--- src/rtl/psg_bus_sequencer.sv ---
// Serialises CPU port accesses into BDIR/BC bus cycles for a pair of ym2149 chips.
// Writes are queued with their chip tag; reads wait for the queue to drain.
module psg_bus_sequencer #(
   parameter int unsigned DEPTH = 4
) (
   input  logic       CLK,
   input  logic       RESET,
   input  logic       cpu_wr_addr,
   input  logic       cpu_wr_data,
   input  logic       cpu_rd,
   input  logic [7:0] cpu_di,
   output logic [7:0] cpu_do,
   output logic       cpu_rd_valid,
   output logic       busy,
   output logic       err,
   output logic [1:0] psg_bdir,
   output logic [1:0] psg_bc,
   output logic [7:0] psg_di,
   input  logic [7:0] psg0_do,
   input  logic [7:0] psg1_do,
   output logic       chip_sel
);

   localparam int unsigned AW = $clog2(DEPTH);
   localparam int unsigned CW = AW + 1;

   typedef enum logic [2:0] {StIdle, StAddr, StData, StRead, StGap} state_e;

   // Entry layout: [9] = 1 for address latch, [8] = chip, [7:0] = data.
   logic [9:0]    r_fifo [DEPTH];
   logic [AW-1:0] r_wptr, r_rptr;
   logic [CW-1:0] r_count;
   state_e        r_state;
   logic          r_cur_chip;
   logic          r_rd_pending;
   logic          r_rd_chip;
   logic          r_chip_sel;
   logic          r_busy;
   logic          r_err;
   logic          r_rd_valid;
   logic [7:0]    r_cpu_do;
   logic [7:0]    r_psg_di;

   state_e        w_state_nxt;
   logic [9:0]    w_head;
   logic          w_sel;
   logic          w_any_wr;
   logic          w_want_push;
   logic          w_full;
   logic          w_push;
   logic          w_pop;
   logic          w_rd_done;
   logic          w_err_set;
   logic          w_bdir;
   logic          w_bc;
   logic [CW-1:0] w_count_nxt;
   logic          w_rd_pending_nxt;

   assign w_head      = r_fifo[r_rptr];
   assign w_sel       = cpu_wr_addr & ((cpu_di == 8'hFF) | (cpu_di == 8'hFE));
   assign w_any_wr    = cpu_wr_addr | cpu_wr_data;
   // A data write coinciding with an address write is always discarded.
   assign w_want_push = (cpu_wr_addr & ~w_sel) | (cpu_wr_data & ~cpu_wr_addr);
   assign w_full      = (r_count == CW'(DEPTH));
   assign w_push      = w_want_push & ~w_full & ~r_rd_pending;
   assign w_err_set   = (cpu_wr_addr & cpu_wr_data) | (w_any_wr & r_rd_pending) |
                        (w_want_push & w_full) | (cpu_rd & r_rd_pending);

   always_comb begin
      w_state_nxt = r_state;
      w_pop       = 1'b0;
      w_rd_done   = 1'b0;
      w_bdir      = 1'b0;
      w_bc        = 1'b0;
      unique case (r_state)
         StIdle: begin
            if (r_count != '0) begin
               w_pop       = 1'b1;
               w_state_nxt = w_head[9] ? StAddr : StData;
            end else if (r_rd_pending) begin
               w_state_nxt = StRead;
            end
         end
         StAddr: begin
            w_bdir      = 1'b1;
            w_bc        = 1'b1;
            w_state_nxt = StGap;
         end
         StData: begin
            w_bdir      = 1'b1;
            w_state_nxt = StGap;
         end
         StRead: begin
            w_bc        = 1'b1;
            w_rd_done   = 1'b1;
            w_state_nxt = StGap;
         end
         StGap:   w_state_nxt = StIdle;
         default: w_state_nxt = StIdle;
      endcase
   end

   always_comb begin
      w_count_nxt = r_count;
      case ({w_push, w_pop})
         2'b10:   w_count_nxt = r_count + CW'(1);
         2'b01:   w_count_nxt = r_count - CW'(1);
         default: w_count_nxt = r_count;
      endcase
      w_rd_pending_nxt = r_rd_pending;
      if (w_rd_done) begin
         w_rd_pending_nxt = 1'b0;
      end else if (cpu_rd) begin
         w_rd_pending_nxt = 1'b1;
      end
   end

   always_ff @(posedge CLK) begin
      if (w_push) begin
         r_fifo[r_wptr] <= {cpu_wr_addr, r_chip_sel, cpu_di};
      end
   end

   always_ff @(posedge CLK) begin
      if (RESET) begin
         r_wptr       <= '0;
         r_rptr       <= '0;
         r_count      <= '0;
         r_state      <= StIdle;
         r_cur_chip   <= 1'b0;
         r_rd_pending <= 1'b0;
         r_rd_chip    <= 1'b0;
         r_chip_sel   <= 1'b0;
         r_busy       <= 1'b0;
         r_err        <= 1'b0;
         r_rd_valid   <= 1'b0;
         r_cpu_do     <= 8'hFF;
         r_psg_di     <= 8'h00;
      end else begin
         r_state      <= w_state_nxt;
         r_count      <= w_count_nxt;
         r_rd_pending <= w_rd_pending_nxt;
         r_busy       <= w_rd_pending_nxt | (w_count_nxt == CW'(DEPTH));
         r_rd_valid   <= w_rd_done;
         if (w_push) begin
            r_wptr <= r_wptr + AW'(1);
         end
         if (w_pop) begin
            r_rptr     <= r_rptr + AW'(1);
            r_psg_di   <= w_head[7:0];
            r_cur_chip <= w_head[8];
         end else if (r_state == StIdle && r_rd_pending) begin
            r_cur_chip <= r_rd_chip;
         end
         if (cpu_rd && !r_rd_pending) begin
            r_rd_chip <= r_chip_sel;
         end
         if (w_rd_done) begin
            r_cpu_do <= r_cur_chip ? psg1_do : psg0_do;
         end
         if (w_sel && !r_rd_pending) begin
            r_chip_sel <= (cpu_di == 8'hFE);
         end
         if (w_err_set) begin
            r_err <= 1'b1;
         end
      end
   end

   assign psg_bdir     = w_bdir ? (r_cur_chip ? 2'b10 : 2'b01) : 2'b00;
   assign psg_bc       = w_bc   ? (r_cur_chip ? 2'b10 : 2'b01) : 2'b00;
   assign psg_di       = r_psg_di;
   assign cpu_do       = r_cpu_do;
   assign cpu_rd_valid = r_rd_valid;
   assign busy         = r_busy;
   assign err          = r_err;
   assign chip_sel     = r_chip_sel;

endmodule

--- config.mk ---
export PLATFORM = sky130hd
export DESIGN_NAME = psg_bus_sequencer
export DESIGN_NICKNAME = d
export VERILOG_FILES = /design/src/rtl/psg_bus_sequencer.sv
export SDC_FILE = /design/constraint.sdc
export NUM_CORES = 1
export LEC_CHECK = 0
export ABC_AREA = 1
export CAP_MARGIN = 10
export CORE_MARGIN = 2
export CORE_UTILIZATION = 24
export CTS_CLUSTER_SIZE = 16
export DETAILED_ROUTE_END_ITERATION = 12
export SYNTH_ARGS = -nofsm -noshare
export SYNTH_HDL_FRONTEND = slang
export SYNTH_SLANG_ARGS = --single-unit
--- constraint.sdc ---
create_clock -name CLK -period 1.8 [get_ports CLK]
set_input_delay 0.27 -clock CLK [delete_from_list [all_inputs] [get_ports CLK]]
set_output_delay 0.27 -clock CLK [all_outputs]
set_load 0.05 [all_outputs]
# Word-level counts from Yosys, hierarchy flattened
# Memories as Yosys holds them, arrays and structs flattened. A register that Yosys moved wholly into a read port is not among the register bits.
# Index checks and enable logic that the tools add are counted.
[word_totals]
reg_bits = 33
ram_bits = 40
in_bits = 29
out_inout_bits = 24
memories = 1
[classes]
add_sub_neg = 4
eq_ne = 10
n_mux = 22
bitwise = 20
reduce_logical = 10
[mem_list]
columns = ["name", "words", "word_bits", "read_ports", "rd_clocked_by_memory_dff", "write_ports", "line", "text"]
rows = [
  ["r_fifo", 4, 10, 1, 1, 1, "30", "logic [9:0] r_fifo [DEPTH];"],
]
[op_table]
columns = ["operator", "count"]
rows = [
  ["8-bit == test (second input constant)", 2],
  ["2-bit two-way mux", 6],
  ["3-bit one-hot mux with 2 select lines", 2],
  ["1-bit two-way mux", 11],
  ["1-bit AND", 9],
  ["8-bit two-way mux", 1],
  ["1-bit bitwise OR", 7],
  ["3-bit by 2-bit == test with 1-bit output (second input constant)", 2],
  ["3-bit == test (second input constant)", 2],
  ["3-bit two-way mux", 2],
  ["2-bit by 1-bit adder with 2-bit output (second input constant)", 2],
  ["1-bit NOT", 4],
  ["2-bit OR reduction", 2],
  ["3-bit by 1-bit adder with 3-bit output (second input constant)", 1],
  ["3-bit by 1-bit == test with 1-bit output (second input constant)", 1],
  ["1-bit logical AND", 3],
  ["3-bit zero test", 1],
  ["3-bit inequality test (second input constant)", 1],
  ["3-bit nonzero test", 1],
  ["3-bit OR reduction", 1],
  ["3-bit by 1-bit subtractor with 3-bit output (second input constant)", 1],
  ["2-bit by 1-bit == test with 1-bit output (second input constant)", 1],
  ["2-bit == test (second input constant)", 1],
  ["2-bit nonzero test", 1],
  ["1-bit zero test", 1],
]

# Depth between registers and ports, before layout
[logic_depth]
ltp_word = 12
ltp_mapped = 14
depth_no_buf = 13

# Worst setup path before layout
# OpenSTA, ideal clock, no wires.
[synth_path]
kind = "reg-to-reg"
startpoint = "reg r_count[0]"
endpoint = "reg r_busy (netlist: busy)"
arrival_time_ns = 1.801
required_ns = 1.671
slack_ns = -0.130
stages_incl_launch_ff = 11
n_path_buf = 0
period_less_slack_ns = 1.930
cell_sequence = "dfxtp_1 -> nor2_2 -> a21oi_1 -> nand3_2 -> ha_1 -> inv_1 -> fa_1 -> o21ai_0 -> inv_1 -> nand2_1 -> o21ai_0"
[synth_between]
elab_chain_cells = 8
[synth_rtl]
columns = ["item", "line", "text"]
rows = [
  ["start: declaration", "32", "logic [CW-1:0] r_count;"],
  ["start signal: assignment", "141", "r_count <= w_count_nxt;"],
  ["3-bit == test", "64", "assign w_full = (r_count == CW'(DEPTH));"],
  ["1-bit NOT", "65", "assign w_push = w_want_push & ~w_full & ~r_rd_pending;"],
  ["1-bit AND (2 in series)", "65", ""],
  ["2-bit by 1-bit == test with 1-bit output / 2-bit == test (equally long branches)", "105", "case ({w_push, w_pop})"],
  ["3-bit one-hot mux with 2 select lines *", "105", ""],
  ["3-bit == test *", "143", "r_busy <= w_rd_pending_nxt | (w_count_nxt == CW'(DEPTH));"],
  ["1-bit bitwise OR *", "143", ""],
  ["end signal: assignment", "143", ""],
  ["end: declaration", "38", "logic r_busy;"],
]
# Mark *: on every way between the ends. The rest lies on a longest branch, timed or not.
# A chain may end at the register's enable or synchronous reset.

# Worst setup path in the final report
# Ends and elaborated chain as after synthesis.

==> summary by stage <==
Setup path
STA classifies the critical path startpoint as a flip-flop. The setup path with the least slack is of type flip-flop to flip-flop. The signal on the critical path passes through nor2_4 -> buf_6 -> nand2_4 -> nand3_4 -> inv_4 -> ha_4 -> inv_2 -> fa_2 -> o21ai_2 -> inv_1 -> nand2_1 -> o21ai_1.

Grouping stages by cell kind, the critical path spends the most delay in adder cells. The required time of the critical path is 2.01 ns. The largest driver fanout on the critical path is 3. The worst-path cell with the longest stage delay is sky130_fd_sc_hd__fa_2. The critical path starts at r_count[0].

The total buffers and inverters traversed by the critical path is 4. The worst-case register-to-register setup slack is -0.07 ns. STA classifies the critical path endpoint as a flip-flop. The startpoint identified for the worst register-to-register timing path is r_count[0]. For this run, the slowest stage of the critical path takes 0.43 ns. The worst endpoint data arrival time is 2.08 ns.

STA
The worst-case hold slack is 0.327 ns. For the pin with the worst max-slew slack, the measured transition is 0.604 ns. The worst slew margin relative to its limit is between 50 and 60%. Setup repair after global routing could not meet its margin everywhere. The count of final hold-check violations is 0.

The ratio of final minimum period to clock period is 104%. The final number of max-transition violations was 0. Setup violations remaining at the end of the flow were counted as 1. The minimum clock period is ~1.9 ns. Setup slack on the critical path of the routed design comes to -0.0682 ns.

Derived from the worst setup path, the maximum achievable clock frequency is 535 MHz. The worst clock skew is 0.00650 ns.

CTS
The clock tree from TritonCTS is yes. The clock sink count is between 70 and 80. The clock insertion delay at the later pin of the skew report is 0.34 ns.

The cell at the root of the clock tree is sky130_fd_sc_hd__clkbuf_16. The maximum clock insertion buffer count is 2. In this run the number of H-tree levels came out at 3. The hold buffer count at CTS is 0.

The clock-pin slew of the registers on the worst-case setup and hold paths is 0.06 ns. The number of clock buffers added by TritonCTS is 9.

Hold path
The worst hold path begins at cpu_di[5]. The type of the tightest min-delay check is input port to flip-flop.

Layout
The share of final-layout standard cells stronger than drive strength 1 is 19.9%. The final design utilization is between 30% and 40%. The number of inserted diodes is 0. The layout overhead on the synthesized area is 42.6%.

The number of nets in the layout is roughly 440. The area of all placed cells without fillers is 4370 um^2.

Power and ir drop
The leakage power of the design is 1.76 nW. The worst-case IR drop observed on VDD is 449 uV. The areal power density over the cells is 1440 nW/um^2.

Floorplan
The vertical die dimension is roughly 120 um. The placeable core region is 12500 um^2. Measured along the x axis, the die boundary spans 117 um. For this configuration, the core starts out at a cell density of 24.5%.

53 I/O pins were placed. The number of cell rows is 41. The area of the die is 13700 um^2.

Placed design
Routability-driven placement finished with a final weighted congestion of 0.720. The placed wire-length estimate after detailed placement is approximately 5.2 mm. The worst slack at placement is -0.714 ns. The number of port buffers is 52. The placed standard-cell area is 4000 um^2.

Drt
The number of DRC markers in iteration 0 is 117. The count of nets left with antenna violations once routing finished came out at 0. The routed design has 7.02 mm of wire. The number of iterations in the first detailed-routing pass is 4. The average routed wire per standard cell is 12.1 um. The total vias in the final route is ~2400. The average via count per standard cell is 4.15. In the routed design, unresolved DRC markers number 0.

Global route
The global-route track usage on met2 is between 10% and 20%. The number of antenna violations at the first check in global routing is 0. In the global route stage, overall resource usage came out at 11.0%. Summed over all layers, the global routing overflow is 0. The first global-routing pass estimated between 10 and 15 mm of wire.

The via count of the first global-routing pass came to 2325. For this run, global-route usage on met3 was measured as under 10%. The maximum number of pins on one net before global-route repair is 22. For met1 alone, demand over resource in global routing was between 10 and 15%. The busiest layer in global routing is met2.

Outcome
The run finished, with violations left. The checks that failed: setup timing.

Logic synthesis
The netlist uses 28 different library cells. For this run, the number of Yosys warnings is 0. In this run, synthesis produced a sequential element count of 75. Counting every net in the synthesized netlist gives 357. The number of flops mapped to enable cells by yosys is 40. The sequential fraction of the synthesis area is 62.1%.

The post-synthesis average cell area is between 9 and 10 um^2. Counting every instance in the synthesized netlist gives between 300 and 400. After synthesis, the share of flip-flops with an asynchronous set or reset is 0%.

Among all flip-flop cells after synthesis, the most frequent one is sky130_fd_sc_hd__edfxtp_1. The summed instance area of the synthesized netlist is around 3100 um^2.

Run
The max-cap check violation count is 0.
## routing by layer
| metal | routed length (um) | up-vias |
|---|---|---|
| met3 | 273 | 11 |
| met4 | 157 | 0 |
| met1 | 2910 | 1126 |
| li1 | - | 1230 |
| met5 | 0 | - |
| met2 | 3680 | 40 |
## through the flow
step | std cells | setup TNS, ns | power (mW)
floorplan | 322 | 0 | 3.73
global placement | 562 | -25.95 | 4.41
detailed placement | 562 | -27.40 | 4.46
CTS | 578 | -1.61 | 6.34
global route | 580 | -0.211 | 6.69
finish | 580 | -0.0682 | 6.29
## repair_timing
item	CTS	global route
setup buffers	0	2
setup endpoints to repair	43	33
pin swaps	7	3
gates resized for setup	20	6
## worst paths after layout
check,end,cells past startpoint
min reg2reg,cpu_do[4],2
min,r_fifo[2][5],1
max reg2reg,busy,12
max,busy,12
## placed cells by master (no fill, tap or decap), types with 2 or more instances in the layout
cell type	instances
sky130_fd_sc_hd__a21oi_1	9
sky130_fd_sc_hd__dlygate4sd2_1	8
sky130_fd_sc_hd__nand2_4	2
sky130_fd_sc_hd__buf_12	4
sky130_fd_sc_hd__o21ai_1	4
sky130_fd_sc_hd__ha_1	4
sky130_fd_sc_hd__inv_1	29
sky130_fd_sc_hd__nand3_4	2
sky130_fd_sc_hd__o21ai_0	34
sky130_fd_sc_hd__nor2_2	5
sky130_fd_sc_hd__dfxtp_1	32
sky130_fd_sc_hd__nor2_4	2
sky130_fd_sc_hd__buf_4	38
sky130_fd_sc_hd__nand4_1	5
sky130_fd_sc_hd__clkinv_4	2
sky130_fd_sc_hd__edfxtp_1	40
sky130_fd_sc_hd__nand2_1	43
sky130_fd_sc_hd__nand3_1	7
sky130_fd_sc_hd__dfxtp_2	3
sky130_fd_sc_hd__nor2_1	67
sky130_fd_sc_hd__clkdlybuf4s50_1	30
sky130_fd_sc_hd__a31oi_1	8
sky130_fd_sc_hd__clkbuf_16	9
## power by group
group | leakage, nW | internal [mW] | switching, mW
combinational | 0.956 | 0.842 | 1.38
clock | 0.150 | 1.12 | 0.692
sequential | 0.657 | 2.12 | 0.150
## flip-flops by register name, summed over array words and instances (netlist names), named ones only
signal,flops
cpu_rd_valid,1
r_fifo,40
r_cur_chip,1
r_state,3
chip_sel,1
r_rd_pending,1
cpu_do,8
r_count,3
psg_di,8
r_rd_chip,1
r_rptr,2
r_wptr,2
err,1
busy,1
## cell type report
class | count | area [um^2]
inverters | 31 | 119
fillers | 1288 | 8150
clock inverters | 5 | 61.3
multi-input cells | 204 | 1070
clock buffers | 11 | 243
well taps | 172 | 215
repair buffers | 82 | 759
flip-flops and latches | 75 | 1910
## synthesized netlist by cell type, drive strengths merged, types with 2 or more instances
cell	count	share of area, %
dfxtp	35	23
clkbuf	4	0.49
buf	8	1.7
nor2	74	9.2
ha	5	2.0
nand3	10	2.0
nand4	5	1.0
a31oi	8	1.6
edfxtp	40	39
o21ai	39	6.4
inv	31	3.8
a21oi	10	1.6
nor3	2	0.49
nand2	45	5.6
## logic make-up (layout without fill, tap and decap cells)
logic type / after synthesis / after routing / synth area share [%]
AOI/OAI and AO/OA: 59 / 59 / 10.2
xor gates and xnor gates: 2 / 2 / 0.572
adders and majority gates: 6 / 6 / 2.70
buffers and inverters: 43 / 129 / 5.96
DFF: 75 / 75 / 62.1
and+or+nand+nor: 137 / 137 / 18.5
Note: power is estimated with default switching activity, not from simulation.
